===== src/rtl/arb_fifo_pkg.sv =====
// Shared helpers for the weighted round-robin FIFO arbiter.
package arb_fifo_pkg;

   // Upper bounds for the helper function argument widths; callers zero-extend.
   localparam int MAX_REQS = 32;
   localparam int MAX_QW   = 16;

   typedef struct packed {
      logic       found;
      logic [4:0] idx;
   } rr_pick_t;

   // First set bit of elig scanning cyclically from cur+1 over n channels.
   // cur itself is visited last, so a lone eligible channel can re-win.
   function automatic rr_pick_t next_rr(input logic [MAX_REQS-1:0] elig,
                                        input int unsigned cur,
                                        input int unsigned n);
      rr_pick_t    r;
      int unsigned i;
      r = '0;
      for (int unsigned k = 1; k <= MAX_REQS; k++) begin
         if (k <= n && !r.found) begin
            i = (cur + k) % n;
            if (elig[i[4:0]]) begin
               r.found = 1'b1;
               r.idx   = i[4:0];
            end
         end
      end
      return r;
   endfunction

   // Deficit loaded on a channel switch: max(q,1)-1 (the granting word is paid for).
   function automatic logic [MAX_QW-1:0] qload(input logic [MAX_QW-1:0] q);
      return (q == '0) ? '0 : q - 1'b1;
   endfunction

endpackage


===== src/rtl/occ_fifo.sv =====
// Single-clock FIFO with registered full/empty/count; pointers wrap at DEPTH.
module occ_fifo #(
   parameter int WIDTH = 8,
   parameter int DEPTH = 8,
   localparam int OW   = $clog2(DEPTH+1),
   localparam int PW   = $clog2(DEPTH)
) (
   input  logic             clk,
   input  logic             rst,
   input  logic             push,
   input  logic [WIDTH-1:0] din,
   input  logic             pop,
   output logic [WIDTH-1:0] dout,
   output logic             full,
   output logic             empty,
   output logic [OW-1:0]    count
);

   logic [WIDTH-1:0] mem_q [DEPTH];
   logic [WIDTH-1:0] mem_d [DEPTH];
   logic [PW-1:0]    wr_q, wr_d, rd_q, rd_d;
   logic [OW-1:0]    count_q, count_d;
   logic             full_q, full_d, empty_q, empty_d;
   logic             do_push, do_pop;

   function automatic logic [PW-1:0] inc(input logic [PW-1:0] p);
      return (p == PW'(DEPTH-1)) ? '0 : p + 1'b1;
   endfunction

   // Next-state: a pop on a full FIFO frees the slot for a same-cycle push.
   always_comb begin
      do_pop  = pop & ~empty_q;
      do_push = push & (~full_q | do_pop);
      mem_d   = mem_q;
      if (do_push) mem_d[wr_q] = din;
      wr_d    = do_push ? inc(wr_q) : wr_q;
      rd_d    = do_pop  ? inc(rd_q) : rd_q;
      case ({do_push, do_pop})
         2'b10:   count_d = count_q + 1'b1;
         2'b01:   count_d = count_q - 1'b1;
         default: count_d = count_q;
      endcase
      full_d  = (count_d == OW'(DEPTH));
      empty_d = (count_d == '0);
   end

   // Pointer/flag registers with synchronous active-low reset.
   always_ff @(posedge clk) begin
      if (!rst) begin
         wr_q    <= '0;
         rd_q    <= '0;
         count_q <= '0;
         full_q  <= 1'b0;
         empty_q <= 1'b1;
      end else begin
         wr_q    <= wr_d;
         rd_q    <= rd_d;
         count_q <= count_d;
         full_q  <= full_d;
         empty_q <= empty_d;
      end
   end

   // Storage; no reset needed, writes suppressed during reset.
   always_ff @(posedge clk) begin
      if (rst) mem_q <= mem_d;
   end

   assign dout  = mem_q[rd_q];
   assign full  = full_q;
   assign empty = empty_q;
   assign count = count_q;

endmodule


===== src/rtl/wrr_fifo_arbiter.sv =====
// Per-channel FIFOs served by a deficit-weighted round-robin onto one registered stream.
module wrr_fifo_arbiter
   import arb_fifo_pkg::*;
#(
   parameter int NUM_REQS = 4,
   parameter int WIDTH    = 8,
   parameter int DEPTH    = 8,
   parameter int QWID     = 4,
   localparam int CW      = $clog2(NUM_REQS),
   localparam int OW      = $clog2(DEPTH+1)
) (
   input  logic                     clk,
   input  logic                     rst,
   input  logic [NUM_REQS-1:0]       push,
   input  logic [NUM_REQS*WIDTH-1:0] flat_data_in,
   input  logic [NUM_REQS-1:0]       reqs,
   input  logic [NUM_REQS*QWID-1:0]  quantums,
   input  logic                     out_ready,
   output logic                     out_valid,
   output logic [WIDTH-1:0]          data_out,
   output logic [CW-1:0]             out_chan,
   output logic [NUM_REQS-1:0]       gnt,
   output logic [NUM_REQS-1:0]       empty,
   output logic [NUM_REQS-1:0]       full,
   output logic [NUM_REQS*OW-1:0]    count,
   output logic [NUM_REQS-1:0]       overflow
);

   logic [NUM_REQS-1:0][WIDTH-1:0] head;
   logic [NUM_REQS-1:0][QWID-1:0]  q_arr;
   logic [NUM_REQS-1:0][QWID-1:0]  def_q, def_d;
   logic [CW-1:0]                  cur_q, cur_d, sel;
   logic                           out_valid_q, out_valid_d;
   logic [WIDTH-1:0]               data_q, data_d;
   logic [CW-1:0]                  chan_q, chan_d;
   logic [NUM_REQS-1:0]            ovf_q, ovf_d;
   logic [NUM_REQS-1:0]            elig, gnt_c;
   logic [MAX_REQS-1:0]            elig_ext;
   logic [MAX_QW-1:0]              q_ext, q_ld;
   logic                           adv, any_g;
   rr_pick_t                       pick;

   assign q_arr = quantums;

   genvar g;
   generate
      for (g = 0; g < NUM_REQS; g++) begin : g_fifo
         occ_fifo #(.WIDTH(WIDTH), .DEPTH(DEPTH)) u_fifo (
            .clk   (clk),
            .rst   (rst),
            .push  (push[g]),
            .din   (flat_data_in[g*WIDTH +: WIDTH]),
            .pop   (gnt_c[g]),
            .dout  (head[g]),
            .full  (full[g]),
            .empty (empty[g]),
            .count (count[g*OW +: OW])
         );
      end
   endgenerate

   // Arbitration: stay on cur while it has deficit, else forfeit and move to next eligible.
   always_comb begin
      elig     = reqs & ~empty;
      adv      = ~out_valid_q | out_ready;
      elig_ext = '0;
      elig_ext[NUM_REQS-1:0] = elig;
      pick     = next_rr(elig_ext, 32'(cur_q), NUM_REQS);
      gnt_c    = '0;
      cur_d    = cur_q;
      def_d    = def_q;
      sel      = '0;
      any_g    = 1'b0;
      q_ext    = '0;
      q_ld     = '0;
      if (rst && adv) begin
         if (elig[cur_q] && def_q[cur_q] != '0) begin
            sel          = cur_q;
            any_g        = 1'b1;
            def_d[cur_q] = def_q[cur_q] - 1'b1;
         end else if (pick.found) begin
            sel          = CW'(pick.idx);
            any_g        = 1'b1;
            def_d[cur_q] = '0;
            cur_d        = sel;
            q_ext[QWID-1:0] = q_arr[sel];
            q_ld         = qload(q_ext);
            def_d[sel]   = q_ld[QWID-1:0];
         end
         gnt_c[sel] = any_g;
      end
   end

   // Output register loads on a grant, drains when accepted with nothing to send.
   always_comb begin
      out_valid_d = out_valid_q;
      data_d      = data_q;
      chan_d      = chan_q;
      if (adv) begin
         out_valid_d = any_g;
         if (any_g) begin
            data_d = head[sel];
            chan_d = sel;
         end
      end
      ovf_d = ovf_q | (push & full & ~gnt_c);
   end

   // Arbiter state, output stage and sticky overflow flags.
   always_ff @(posedge clk) begin
      if (!rst) begin
         cur_q       <= CW'(NUM_REQS-1);
         def_q       <= '0;
         out_valid_q <= 1'b0;
         data_q      <= '0;
         chan_q      <= '0;
         ovf_q       <= '0;
      end else begin
         cur_q       <= cur_d;
         def_q       <= def_d;
         out_valid_q <= out_valid_d;
         data_q      <= data_d;
         chan_q      <= chan_d;
         ovf_q       <= ovf_d;
      end
   end

   assign gnt       = gnt_c;
   assign out_valid = out_valid_q;
   assign data_out  = data_q;
   assign out_chan  = chan_q;
   assign overflow  = ovf_q;

endmodule


===== config.mk =====
export PLATFORM = sky130hd
export DESIGN_NAME = wrr_fifo_arbiter
export DESIGN_NICKNAME = d
export VERILOG_FILES = /design/src/rtl/arb_fifo_pkg.sv /design/src/rtl/occ_fifo.sv /design/src/rtl/wrr_fifo_arbiter.sv
export SDC_FILE = /design/constraint.sdc
export NUM_CORES = 1
export LEC_CHECK = 0
export CORE_MARGIN = 8
export CORE_UTILIZATION = 28
export CTS_BUF_LIST = sky130_fd_sc_hd__clkbuf_16
export CTS_CLUSTER_SIZE = 16
export DETAILED_ROUTE_END_ITERATION = 8
export PLACE_DENSITY = 0.51
export SLEW_MARGIN = 0
export SYNTH_ARGS = -nofsm -noshare
export SYNTH_HDL_FRONTEND = slang
export SYNTH_SLANG_ARGS = --single-unit

===== constraint.sdc =====
create_clock -name clk -period 8.5 [get_ports clk]
set_input_delay 1.7 -clock clk [delete_from_list [all_inputs] [get_ports clk]]
set_output_delay 1.7 -clock clk [all_outputs]
set_load 0.02 [all_outputs]

* Word-level counts from Yosys, hierarchy flattened
Cells that the tools add are included.
Storage, ports and cells: flip-flop bits (word level) 337, output and inout bits 43, word-level logic and storage cells 268
Operators by class: add/subtract/negate cells 22, $lt $le $gt $ge 23, equal/unequal tests 20, mux-type cells 79, bitwise gates (word level) 40, reductions and logical operators 23
Operators by type and width (number):
- bitwise mux 64 bit | 4
- two-way mux 8 bit | 13
- binary-select mux 8 bit (select 3 bit) | 4
- demux 8 bit (select 3 bit) | 4
- two-way mux 6 bit | 7
- bitwise mux 16 bit | 2
- >= comparator 4 bit, second input constant | 8
- two-way mux 16 bit | 2
- inverter 3 -> 4 bit | 8
- one-hot mux 4 bit (2 select lines) | 4
- adder 3 x 1 -> 3 bit, second input constant | 8
- == test 3 bit, second input constant | 8
- < comparator 2 x 6 -> 1 bit, second input constant | 4
- two-way mux 3 bit | 8
- two-way mux 4 bit | 6
- subtractor 4 x 1 -> 4 bit, second input constant | 6
- logical NOT 4 bit | 5
- adder 4 x 1 -> 4 bit, second input constant | 4
- bitwise AND 16 bit | 1
- bitwise AND 4 bit | 4
- binary-select mux 4 bit (select 2 bit) | 2
- binary-select mux 8 bit (select 2 bit) | 1
- demux 4 bit (select 2 bit) | 2
- == test 4 bit, second input constant | 4
- 22 further kinds | 88

* Logic depth before layout (Yosys ltp)
Gate-level depths: netlist of the first run.
depth in word-level cells 26, gate-level depth with buffers 22, gate-level depth less buffers 20

* Cells and area by module
A second synthesis of the first run with hierarchy kept.
Second synthesis, totals: cell total of the unflattened synthesis 1030, area, all modules 15338.5 sq um
By module, submodules not included:
- occ_fifo | times used 4, cells an instance 172, area each 3156.8 sq um, seq. area each 2162.1 sq um
- wrr_fifo_arbiter | times used 1, cells an instance 342, area each 2711.4 sq um, seq. area each 660.6 sq um

* Least setup slack after synthesis of the first run
No wires, ideal clock.
path type in2out, start point input reqs[2], end point output gnt[1], arrival time 3.317 ns, data required time 6.800 ns, setup slack 3.483 ns, stages on the path 8, cells stage by stage nor2b_1 > mux4_2 > and2_1 > buf_2 > o31ai_2 > nand3_2 > inv_1 > buf_4
Between the ends: longest elaborated chain between the ends 19
Ends and longest elaborated chain:
- from (decl) | RTL line wrr_fifo_arbiter.sv:16 | input logic [NUM_REQS-1:0] reqs,
- bitwise AND 4 bit * | RTL line wrr_fifo_arbiter.sv:64 | elig = reqs & ~empty;
- binary-select mux 1 bit (select 2 bit) | RTL line arb_fifo_pkg.sv:24 | if (elig[i[4:0]]) begin
- two-way mux 1 bit (implied by the code) | RTL line arb_fifo_pkg.sv:24
- two-way mux 6 bit (2 in a row) | RTL line arb_fifo_pkg.sv:24
- two-way mux 6 bit | RTL line arb_fifo_pkg.sv:22 | if (k <= n && !r.found) begin
- two-way mux 6 bit | RTL line arb_fifo_pkg.sv:24
- two-way mux 6 bit | RTL line arb_fifo_pkg.sv:22
- two-way mux 6 bit | RTL line arb_fifo_pkg.sv:24
- [2 not listed]
- two-way mux 2 bit | RTL line wrr_fifo_arbiter.sv:77 | if (elig[cur_q] && def_q[cur_q] != '0) begin
- two-way mux 2 bit | RTL line wrr_fifo_arbiter.sv:76 | if (rst && adv) begin
- < comparator 2 x 3 -> 1 bit (implied by the code) / >= comparator 2 x 1 -> 1 bit (equally long branches) | RTL line wrr_fifo_arbiter.sv:90 | gnt_c[sel] = any_g;
- logical AND 1 bit (implied by the code) | RTL line wrr_fifo_arbiter.sv:90
- two-way mux 1 bit (implied by the code) | RTL line wrr_fifo_arbiter.sv:90
- demux 1 bit (select 2 bit) | RTL line wrr_fifo_arbiter.sv:90
- bitwise AND 4 bit (no source line) *
- two-way mux 4 bit * | RTL line wrr_fifo_arbiter.sv:76
- to (decl) | RTL line wrr_fifo_arbiter.sv:22 | output logic [NUM_REQS-1:0] gnt,
Every way passes the cells marked *; elsewhere a longest branch is shown, timed or not. The select of a mux whose other input is x is not followed.

* Worst setup path in the final report of the first run
start point input reqs[3], end point output gnt[2]
Same word-level chain as after synthesis.

==> impl_metrics.ini, run 1 <==
[layout]
area_grow_syn2layout_pct = 21.14
layout.nets = 1231
layout_common_cells = edfxtp_1, clkdlybuf4s50_1, dfxtp_1
mostFrequentLayoutCell = edfxtp_1
drive_above_1_share_pct = 16.39
finalInstanceArea_mm2 = 0.01795
stdcell_count = 1854

[synth]
postSynthRegisterBits = 337
syn-instance-count = 1033
synthArstFlopShare_pct = 0
synth_sequential_area_ratio_pct = 62.84
yosysWarningCount = 0
avgSynthCellArea_um2 = 14.34
synth_fp_nets = 1130
synth_top_flop_cell = edfxtp_1
synth-edff-count = 256
netlist_area_mm2 = 0.01481
synthDistinctLibCells = 65

[sta]
grt_setup_unrepaired = false
setup_viol_count_final = 0
final_cycle_utilization_of_the_critical_path_pct = 80.29
fin_setup_tns_ns = 0
number_of_slew_limit_violations_in_the_final_report = 0
fin_hold_ws_ns = 0.4792
maxClockFrequency_ghz = 0.1465
hold_viol_final = 0
max_slew_margin_pct = 26.42
postLayoutSetupSlackWorst_ns = 1.675
tightestPinTransition_ns = 1.101
period_needed_ns = 6.825
fin_skew_ns = 0.01333

[grt]
vias_in_the_first_global_route = 9178
grt_pass1_wl_um = 57190
overall_global_routing_resource_usage_pct = 12.34
grt_start_max_net_pins = 49
number_of_antenna_violations_at_the_first_check_in_global_routing = 2
globalRouteOverflowTotal = 0

[power_and_ir_drop]
power.combinational.fraction_pct = 31.5
netSwitchingPower_mw = 1.831
power_density_mw_per_mm2 = 305.0
sequentialPowerShare_pct = 37.2
clkPwrFrac_pct = 31.3
power.leakage_nw = 5.925
p_sw_share_pct = 33.45
ir_drop_v = 0.0001769
internal-power_mw = 3.643

[cts]
insertion_delay_ns = 0.55
cts_sinks = 337
numCtsBuffers = 40
htree_num_levels = 2
clock_path_buffers = 3
clk_root_buffer_cell = clkbuf_16
quantity_of_hold_fixing_buffers_added_after_cts = 0
post_cts.resized_instances = 0
cts_setup_buffers = 0
cts_tree = done
clkTransAtPathRegs_ns = 0.05

[flow_run]
max_capacitance_violation_total = 0

[setup_path]
critPathRequiredTime_ns = 6.80
reg2reg_depth = 19
worstSetupStartpoint = reqs[3]
timing.rr.end = g_fifo[0].u_fifo.empty
worst-endpoint-arrival_ns = 5.12
endpoint_kind_of_the_worst_setup_timing_path = output port
setup.worst_path.class = input port to output port
critical_path.endpoint = gnt[2]
reg2reg_from = cur_q[0]
worst-r2r-setup-slack_ns = 2.80
largest_driver_fanout_on_the_critical_path = 18
crit_path_start_kind = input port

[floorplanning]
die-width_um = 246.0
design.die.area_mm2 = 0.06052
die_h_um = 246.0
fp.coreArea_mm2 = 0.05245
initial_utilization_pct = 28.25
std_cell_rows = 84
top_level_ports = 102

[detailed_routing]
drc = 0
drt_iter0_markers = 464
route.detailed.wl_per_inst_um = 20.39
post_drt_via_cell_ratio = 4.894
drt_pass1_iterations = 4
detail-route-antenna-nets = 0
routed_wirelength_um = 37800
via_count = 9073

[placed_design]
finalWeightedCongestion = 0.7873
portBuffers = 101
dp.final_hpwl_um = 25450
post_dp_cell_area_mm2 = 0.01663
dp_slack_ns = 1.703
placed_cells = 1780

[worst_hold_path]
class_of_the_most_critical_hold_timing_path = flip-flop to flip-flop

[outcome]
outcome = finished, final reports clean
[metal layers]
metal	up-vias	wire length (µm)	track usage [%]
met5	-	0	0
met4	0	548	3.084
met3	41	2074	2.967
met2	209	18140	20.09
met1	4606	17040	16.42
li1	4217	-	-
[worst min-delay path by stage]
stage	from	to	depth (start not counted)
CTS	out_chan[0]	out_chan[0]	2
floorplan	g_fifo[1].u_fifo.wr_q[1]	g_fifo[1].u_fifo.wr_q[1]	2
finish	overflow[3]	overflow[3]	2
global placement	overflow[2]	overflow[2]	2
detailed placement	overflow[3]	overflow[3]	2
global route	overflow[2]	overflow[2]	2
[critical path, stage by stage]
cell and delay [ns]:
clkdlybuf4s50_1 0.49, or3b_1 0.40, a21boi_0 0.37, a211oi_2 0.06, buf_4 0.22, a21oi_1 0.17, nor2_2 0.10, nor2_2 0.62
nand2_1 0.28, inv_1 0.10, clkdlybuf4s50_1 0.61
[synthesized netlist by cell type (all sizes together), types with 3 or more instances]
| cell | n | area, µm² |
|---|---|---|
| ha | 34 | 425.4 |
| or3 | 5 | 31.28 |
| nand2b | 13 | 81.33 |
| nand3 | 28 | 145.1 |
| a211oi | 27 | 207.7 |
| a41oi | 4 | 35.03 |
| nor2b | 25 | 156.4 |
| edfxtp | 256 | 7687 |
| nand3b | 5 | 37.54 |
| xor2 | 9 | 78.83 |
| dfxtp | 81 | 1622 |
| a21oi | 52 | 260.3 |
| nor4b | 3 | 26.28 |
| mux2i | 26 | 260.3 |
| a21o | 6 | 45.04 |
| nand2 | 71 | 266.5 |
| a31oi | 15 | 93.84 |
| mux4 | 69 | 1554 |
| inv | 30 | 112.6 |
| clkbuf | 32 | 120.1 |
| nor3b | 10 | 75.07 |
| o31ai | 4 | 35.03 |
| nor4 | 10 | 62.56 |
| o21ai | 33 | 165.2 |
| nor2 | 59 | 226.5 |
| o211ai | 6 | 45.04 |
| buf | 35 | 204.0 |
| o221ai | 13 | 113.9 |
| and3 | 4 | 30.03 |
| nor3 | 24 | 125.1 |
| fa | 4 | 80.08 |
| o221a | 4 | 45.04 |
| xnor2 | 9 | 78.83 |
[kinds of logic (layout without fill, tap and decap cells)]
kind of cell / after synthesis / in the layout / synth area share [%]
flops: 337 / 337 / 62.84
fa+ha+maj: 38 / 38 / 3.412
other cells: 0 / 1 / 0
mux: 97 / 97 / 12.40
compound gates: 177 / 177 / 8.057
xor+xnor: 18 / 18 / 1.064
buf+inv: 97 / 229 / 2.948
simple gates: 269 / 269 / 9.282
[per-stage QoR]
stage                     utilization [%]  power, mW
after global placement              31.71      3.780
after CTS                           34.21      5.548
final                               34.22      5.474
after global routing                34.21      5.777
after floorplan                         -      3.251
after detailed placement            31.71      3.802
[flip-flops by register name (all words and copies together), names as in the netlist, 4 cells and up]
register and cells:
def_q 16, g_fifo.u_fifo.wr_q 12, data_out 8, g_fifo.u_fifo.mem_q 256, g_fifo.u_fifo.rd_q 12, overflow 4, g_fifo.u_fifo.full 4, g_fifo.u_fifo.count 16
g_fifo.u_fifo.empty 4
[power by group through the flow]
stage          logic, mW  registers, mW  clock network, mW
3_3_place_gp        1.71           2.07                  0
6_report            1.72           2.04               1.71
3_5_place_dp        1.73           2.07                  0
5_1_grt             1.89           2.05               1.83
4_1_cts             1.74           2.04               1.77
2_1_floorplan       1.19           2.06                  0
[layout make-up]
cell class,instances,area (µm²)
fill,5038,34500
clock inverter,32,287.8
antenna,1,2.502
inverter,30,112.6
sequential,337,9309
tap,688,860.8
timing repair buffer,126,1194
multi-input combinational,599,5154
clock buffer,41,1026
Power figures use the tool's default switching activity.
==> run 2: changes to the inputs <==
- PLACE_DENSITY: 0.51 -> 0.52
- clock period: 8.5 -> 5.6 ns (I/O delays scaled with it)
==> impl_metrics.ini, run 2 (synthesis results as in run 1) <==
[grt]
globalRouteOverflowTotal = 0
grt_start_max_net_pins = 36
vias_in_the_first_global_route = 9094
grt_pass1_wl_um = 55190
number_of_antenna_violations_at_the_first_check_in_global_routing = 6
overall_global_routing_resource_usage_pct = 11.80

[detailed_routing]
drc = 0
drt_iter0_markers = 543
post_drt_via_cell_ratio = 4.824
detail-route-antenna-nets = 0
drt_pass1_iterations = 4
via_count = 9045
route.detailed.wl_per_inst_um = 19.31
routed_wirelength_um = 36200

[layout]
finalInstanceArea_mm2 = 0.01801
drive_above_1_share_pct = 16.96
area_grow_syn2layout_pct = 21.60
number_of_flip_flops_in_the_largest_register = 256
stdcell_count = 1875
layout.nets = 1254
mostFrequentLayoutCell = edfxtp_1
biggest_register = g_fifo.u_fifo.mem_q
final_util_pct = 34.35
layout_common_cells = edfxtp_1, clkdlybuf4s50_1, dfxtp_1

[outcome]
outcome = finished, final reports clean

[setup_path]
timing.rr.end = g_fifo[0].u_fifo.empty
most_used_cell_cp = inv_1
critPathMaxStageDelay_ns = 0.76
worst-endpoint-arrival_ns = 4.14
reg2reg_from = cur_q[1]
largest_driver_fanout_on_the_critical_path = 17
reg2reg_depth = 19
worst-r2r-setup-slack_ns = 0.63
cells_along_the_critical_path = inv_1, ha_1, nor4bb_1, o32ai_2, a31oi_1, nor2_1, a21boi_1, nand3_1, buf_4, inv_1, clkdlybuf4s50_1
crit_path_start_kind = flip-flop
critPathRequiredTime_ns = 4.48
timing.critical_path.depth = 11
endpoint_kind_of_the_worst_setup_timing_path = output port
worstSetupStartpoint = cur_q[1]
cp_slowest_cell = dfxtp_1
setup.worst_path.class = flip-flop to output port
cp_top_family = buffers and inverters
cp_num_buf_inv = 4
critical_path.endpoint = gnt[0]

[power_and_ir_drop]
power.leakage_nw = 6.000
netSwitchingPower_mw = 2.694
power.combinational.fraction_pct = 32.2
p_sw_share_pct = 32.90
ir_drop_v = 0.0001834
power_density_mw_per_mm2 = 454.6
internal-power_mw = 5.496
clkPwrFrac_pct = 30.0
p_total_mw = 8.190
sequentialPowerShare_pct = 37.8

[sta]
postLayoutSetupSlackWorst_ns = 0.3443
tightestPinTransition_ns = 1.003
final_cycle_utilization_of_the_critical_path_pct = 93.85
number_of_slew_limit_violations_in_the_final_report = 0
setup_viol_count_final = 0
hold_viol_final = 0
max_slew_margin_pct = 32.41
grt_setup_unrepaired = false
fin_skew_ns = 0.02954
fin_setup_tns_ns = 0
maxClockFrequency_ghz = 0.1903
fin_hold_ws_ns = 0.4680
period_needed_ns = 5.256

[placed_design]
dp.final_hpwl_um = 25120
post_dp_cell_area_mm2 = 0.01677
placed_cells = 1807
finalWeightedCongestion = 0.8021
portBuffers = 101
dp_slack_ns = 0.2140

[floorplanning]
design.die.area_mm2 = 0.06052
die_h_um = 246.0
initial_utilization_pct = 28.25
die-width_um = 246.0
fp.coreArea_mm2 = 0.05245
std_cell_rows = 84
top_level_ports = 102

[cts]
numCtsBuffers = 36
cts_tree = done
clkTransAtPathRegs_ns = 0.06
clock_path_buffers = 3
insertion_delay_ns = 0.54
post_cts.resized_instances = 0
cts_setup_buffers = 0
cts_sinks = 337
quantity_of_hold_fixing_buffers_added_after_cts = 0
clk_root_buffer_cell = clkbuf_16
htree_num_levels = 2

[flow_run]
max_capacitance_violation_total = 0

[worst_hold_path]
hold_path_startpoint = data_out[3]
class_of_the_most_critical_hold_timing_path = flip-flop to flip-flop
run 2: tightest hold or removal path, stage by stage (launching register included):
cell     delay (ns)
dfxtp_1        0.31
nand3_1        0.06
o21ai_1        0.05
run 2: routing by layer:
metal / global-route usage, % / vias up / wire length, µm / share of wire (%)
li1: - / 4257 / - / -
met1: 15.91 / 4512 / 16480 / 46
met2: 18.41 / 219 / 16300 / 45
met3: 3.736 / 51 / 2766 / 7.6
met4: 2.683 / 6 / 630 / 1.7
met5: 0 / - / 34 / 0.094
run 2: area by class of cell:
cell class	instances	area (µm²)
Antenna cell	2	5.005
Clock buffer	37	925.9
Clock inverter	29	317.8
Multi-Input combinational cell	599	5087
Sequential cell	337	9309
Timing Repair Buffer	153	1396
Tap cell	688	860.8
Inverter	30	112.6
Fill cell	5019	34430
run 2: power groups by stage:
stage / combinational, mW / sequential, mW / clock, mW
6_report: 2.64 / 3.09 / 2.46
5_1_grt: 2.91 / 3.12 / 2.63
4_1_cts: 2.67 / 3.10 / 2.53
3_5_place_dp: 2.66 / 3.15 / 0
3_3_place_gp: 2.64 / 3.15 / 0
2_1_floorplan: 1.80 / 3.13 / 0
run 2: worst min path at each step:
| stage | end | slack, ns | depth (start not counted) |
|---|---|---|---|
| 6_report | data_out[3] | 0.47 | 2 |
| 5_1_grt | overflow[1] | 0.51 | 2 |
| 4_1_cts | data_out[3] | 0.47 | 2 |
| 3_5_place_dp | overflow[2] | 0.47 | 2 |
| 3_3_place_gp | data_out[3] | 0.45 | 2 |
| 2_1_floorplan | g_fifo[1].u_fifo.wr_q[1] | 0.47 | 2 |
==> variant 1: new RTL, config.mk and constraints of run 2 <==
Take the reset off `data_q` and load it in a clocked block of its own.
--- a/src/rtl/wrr_fifo_arbiter.sv
+++ b/src/rtl/wrr_fifo_arbiter.sv
@@ -112,17 +112,19 @@
          cur_q       <= CW'(NUM_REQS-1);
          def_q       <= '0;
          out_valid_q <= 1'b0;
-         data_q      <= '0;
          chan_q      <= '0;
          ovf_q       <= '0;
       end else begin
          cur_q       <= cur_d;
          def_q       <= def_d;
          out_valid_q <= out_valid_d;
-         data_q      <= data_d;
          chan_q      <= chan_d;
          ovf_q       <= ovf_d;
       end
+   end
+
+   always_ff @(posedge clk) begin
+      data_q <= data_d;
    end
 
    assign gnt       = gnt_c;
Behaviour: differs if rst is asserted again (counterexample within 4 cycles, from zero or initial values and one cycle with rst low); with rst held inactive, the same outputs for 4 cycles.
==> variant 1 against run 2 <==
First-iteration DRC count down 4.2%. Largest cell class unchanged. Fmax about the same. Worst setup slack worse by 0.0022 ns. Register-to-register slack better by 0.34 ns. Routed wire length up 7.1%. Sequential cell count unchanged. Power up 0.60%. Clock power down 4%. Design area up 1.4%. Clock skew down 0.014 ns. Synthesized area up 1.9%.
==> variant 1: results (changes against run 2) <==
ir_drop_v: 0.0001686  # -8.1%
grt_pass1_wl_mm: 58.77  # +6.5%
placed_area_mm2: 0.01708  # +1.9%
synth_fp_nets: 1127  # -0.27%
synth_cell_types: 76  # +17%
synth_edf_count: 264  # +3.1%
clock-skew-final_ns: 0.01524  # -0.01430 ns
routabilityCongestion: 0.8779  # +9.5%
drt-initial-drc-count: 520  # -4.2%
drive_above_1_share_pct: 17.54  # +0.58 points
antenna_found_initial: 3  # -3
tightest_slew_ns: 0.9929  # -0.01035 ns
dpl.hpwl_mm: 26.72  # +6.4%
swShare_pct: 33.39  # +0.49 points
layout.nets: 1259  # +0.40%
viasPerCell: 4.846  # +0.46%
leakage_nw: 6.085  # +1.4%
cts_setup_buffers: 0  # unchanged
yosysSeqAreaShare_pct: 62.19  # -0.65 points
routedWlPerCell_um: 20.59  # +6.6%
grt_max_degree: 56  # +56%
synthTopCellsByArea: "edfxtp_1 53%, mux4_2 10%, dfxtp_1 9.7%"
synth_common_cells: "264 x edfxtp_1, 74 x nor2_1, 73 x dfxtp_1, 70 x mux2i_1, 69 x mux4_2"
numCtsBuffers: 39  # +8.3%
dr.pass1.iters: 5  # +1
status: "complete, no violations"
grt_use_total_pct: 12.63  # +0.83 points
crit_fanout: 7  # -10
==> variant 1: cell families (layout without fill, tap and decap cells) <==
group                    after synthesis  in the layout  synth area share [%]
buffers and inverters                102            258                 2.984
XOR/XNOR                              18             18                 1.044
AND/OR/NAND/NOR                      225            225                 7.376
AO/OA/AOI/OAI                        162            162                 7.451
multiplexers                         148            148                 15.61
flip-flops                           337            337                 62.19
other                                  0              1                     0
adder cells (fa/ha/maj)               38             38                 3.348
==> variant 1: per-stage QoR <==
step	total power [mW]	cells	setup WS [ns]	util (%)
after floorplan	5.001	1030	1.105	-
after global placement	5.911	1817	0.4308	31.87
after detailed placement	5.929	1817	0.3553	31.87
after CTS	8.342	1882	0.1611	34.08
after global routing	8.682	1882	0.1290	34.08
final	8.239	1883	0.3422	34.09
==> variant 1: path summary, 6_finish.rpt <==
| kind | startpoint | endpoint | slack (ns) | cells after the start |
|---|---|---|---|---|
| max | reqs[1] | gnt[1] | 0.34 | 7 |
| min | out_chan[1]$_SDFFE_PN0P_ | out_chan[1]$_SDFFE_PN0P_ | 0.47 | 2 |
| max reg2reg | cur_q[0]$_SDFFE_PN1P_ | g_fifo[3].u_fifo.empty$_SDFF_PN1_ | 0.97 | 16 |
| min reg2reg | out_chan[1]$_SDFFE_PN0P_ | out_chan[1]$_SDFFE_PN0P_ | 0.47 | 2 |
==> variant 1: timing repair <==
item                                    4_1_cts  5_1_grt
endpoints found under the setup margin        0        1
resized for setup                             0        1
hold buffers                                  0        0
==> variant 1: critical path, cell delays in order <==
cell,delay (ns)
clkdlybuf4s50_1,0.52
nor2b_1,0.42
a22oi_1,0.20
a21oi_1,0.45
o32ai_2,0.26
nor4_1,0.48
clkdlybuf4s50_1,0.70
==> variant 1: cell type report <==
class                           count  area [µm²]
Fill cell                        5218       35330
Sequential cell                   337        9390
Multi-Input combinational cell    591        5263
Timing Repair Buffer              157        1426
Clock buffer                       41        1026
Tap cell                          696       870.8
Clock inverter                     24       156.4
Inverter                           36       135.1
Antenna cell                        1       2.502
==> variant 1: routing by layer <==
metal | GRT usage (%) | vias to the layer above | share of wire (%) | routed length (µm)
li1 | - | 4258 | - | -
met5 | 0 | - | 0.059 | 23
met3 | 2.959 | 66 | 5.6 | 2173
met1 | 17.27 | 4577 | 47 | 18050
met2 | 19.96 | 220 | 46 | 17750
met4 | 3.411 | 4 | 2.0 | 767
==> variant 1: power by group through the flow <==
stage,clock network (mW),logic [mW],registers [mW]
after floorplan,0,1.85,3.15
after global routing,2.54,2.96,3.18
after detailed placement,0,2.73,3.20
after CTS,2.45,2.74,3.16
after global placement,0,2.70,3.21
final,2.37,2.72,3.15
==> variant 2: new RTL, settings of run 2 <==
Made on the original files. The package constant `MAX_REQS` goes from 32 to 16.
--- a/src/rtl/arb_fifo_pkg.sv
+++ b/src/rtl/arb_fifo_pkg.sv
@@ -2,7 +2,7 @@
 package arb_fifo_pkg;
 
    // Upper bounds for the helper function argument widths; callers zero-extend.
-   localparam int MAX_REQS = 32;
+   localparam int MAX_REQS = 16;
    localparam int MAX_QW   = 16;
 
    typedef struct packed {
Check against the original RTL: same outputs for any inputs over 4 cycles, from zero or initial values and one cycle with rst low; that may be too few to reach the edited logic, so the function may still have changed.
==> variant 2 against run 2 <==
Sequential cell count stayed put. Synthesized area is 1.0% higher. Global-route usage is 0.78 points higher. Sequential power is 1% higher. Power is 3.3% lower. Worst setup slack worse by 0.082 ns. Routed wire length is 6.3% higher. Design area is 0.26% higher. Critical path type is now primary input to primary output. Critical endpoint is now gnt[3].
==> variant 2: results (changes against run 2) <==
grt_pass1_vias: 9257  # +1.8%
grt_pass1_wl_mm: 58.35  # +5.7%
tightest_slew_ns: 1.047  # +0.04331 ns
wl_met1_mm: 17.90  # +8.7%
cp.arrival_ns: 4.22  # +0.08 ns
crit_fanout: 7  # -10
r2r_start: "cur_q[1]$_SDFFE_PN1P_"
top_layer: "met5"
cpMaxStageDelayCell: "clkdlybuf4s50_1"
clock-skew-final_ns: 0.02971  # +0.0001735 ns
hp-class: "flop to flop"
drive_above_1_share_pct: 18.06  # +1.1 points
dr.pass1.iters: 5  # +1
met2_usage_pct: 20.00  # +1.6 points
grt.met3_usage_pct: 2.460  # -1.3 points
antenna_found_initial: 2  # -4
fillerInstances: 5079  # +1.2%
async_flop_share_pct: 0  # unchanged
r2r_end: "g_fifo[3].u_fifo.empty$_SDFF_PN1_"
cp_top_family: "buffers and inverters"
synthTopCellsByArea: "edfxtp_1 51%, dfxtp_1 11%, mux4_2 11%"
layout.nets: 1263  # +0.72%
placed_area_mm2: 0.01691  # +0.88%
yosysSeqAreaShare_pct: 62.19  # -0.65 points
numCtsBuffers: 38  # +5.6%
hold_start: "overflow[2]$_SDFF_PN0_"
routabilityCongestion: 0.7772  # -3.1%
final_cells: 1885  # +0.53%
whs_ns: 0.4730  # +0.004996 ns
use_met1_pct: 17.19  # +1.3 points
route.met2.wl_mm: 17.83  # +9.4%
drt-initial-drc-count: 598  # +10%
synth_cell_types: 67  # +3.1%
synth_fp_nets: 1132  # +0.18%
htree_num_levels: 2  # unchanged
clkTransAtPathRegs_ns: 0.05
min_to: "overflow[2]$_SDFF_PN0_"
dp.cells: 1814  # +0.39%
slowest_delay_ns: 0.61  # -0.15 ns
grt_use_total_pct: 12.58  # +0.78 points
viasPerCell: 4.820  # about the same
synth_xor_area_share_pct: 0.9947  # -0.070 points
dpl.hpwl_mm: 26.85  # +6.9%
utilization_pct: 34.23  # -0.12 points
wirelength_mm: 38.48  # +6.3%
leakage_nw: 6.145  # +2.4%
status: "complete, no violations"
grt_max_degree: 51  # +42%
synth-compound-area-share_pct: 6.712  # -1.3 points
synth_mux_area_share_pct: 14.76  # +2.4 points
yosys_warnings: 0  # unchanged
r2r_slack_ns: 0.88  # +0.25 ns
ir_drop_v: 0.0001742  # -5.0%
synthAdderAreaFrac_pct: 3.377  # -0.035 points
wl_met3_mm: 1.884  # -32%
synth_common_cells: "256 x edfxtp_1, 81 x dfxtp_1, 81 x nand2_1, 72 x nor2_1, 71 x mux4_2"
holdPathStages: 2  # unchanged
postSynthAreaPerCell_um2: 14.46  # +0.85%
-- variant 2: worst max path at each step --
| stage | startpoint | end | slack, ns |
|---|---|---|---|
| final | reqs[2] | gnt[3] | 0.26 |
| after global routing | reqs[2] | gnt[3] | 0.05 |
| after CTS | reqs[2] | gnt[3] | 0.24 |
| after detailed placement | reqs[2] | g_fifo[3].u_fifo.empty$_SDFF_PN1_ | 0.20 |
| after global placement | reqs[2] | g_fifo[3].u_fifo.empty$_SDFF_PN1_ | 0.20 |
| after floorplan | reqs[2] | g_fifo[3].u_fifo.empty$_SDFF_PN1_ | 1.25 |
-- variant 2: final cells by class --
type                       instances  share of cell area (%)
inverter                          27                  0.5611
tap                              688                   4.766
timing repair buffer             147                   7.482
clock buffer                      41                   5.681
multi-input combinational        615                   29.30
sequential                       337                   51.54
clock inverter                    29                  0.6581
antenna                            1                 0.01386
-- variant 2: worst register-to-register path, delay by kind of cell, from the launching register on --
family                   cells  cell delay [ns]
AO/OA/AOI/OAI                6             1.26
AND/OR/NAND/NOR              5             0.99
adder cells (fa/ha/maj)      3             0.71
flip-flops                   1             0.70
multiplexers                 1             0.42
XOR/XNOR                     2             0.37
buffers and inverters        2             0.20
-- variant 2: where the power goes --
group,internal (mW),leakage (nW),switching (mW)
logic,1.09,2.54,1.42
clock network,1.31,0.630,0.976
registers,2.89,2.98,0.234
total,5.29,6.15,2.63
-- variant 2: cell families after synthesis --
logic type / count (synthesis)
xor+xnor: 17
flops: 337
fa+ha+maj: 38
simple gates: 283
compound gates: 148
buf+inv: 83
mux: 129
-- variant 2: stage by stage --
step                      worst slack (ns)  total power [mW]
final                               0.2628             7.921
after global routing               0.05337             8.375
after CTS                           0.2424             8.025
after detailed placement            0.2019             5.708
after global placement              0.2003             5.677
after floorplan                      1.253             4.875
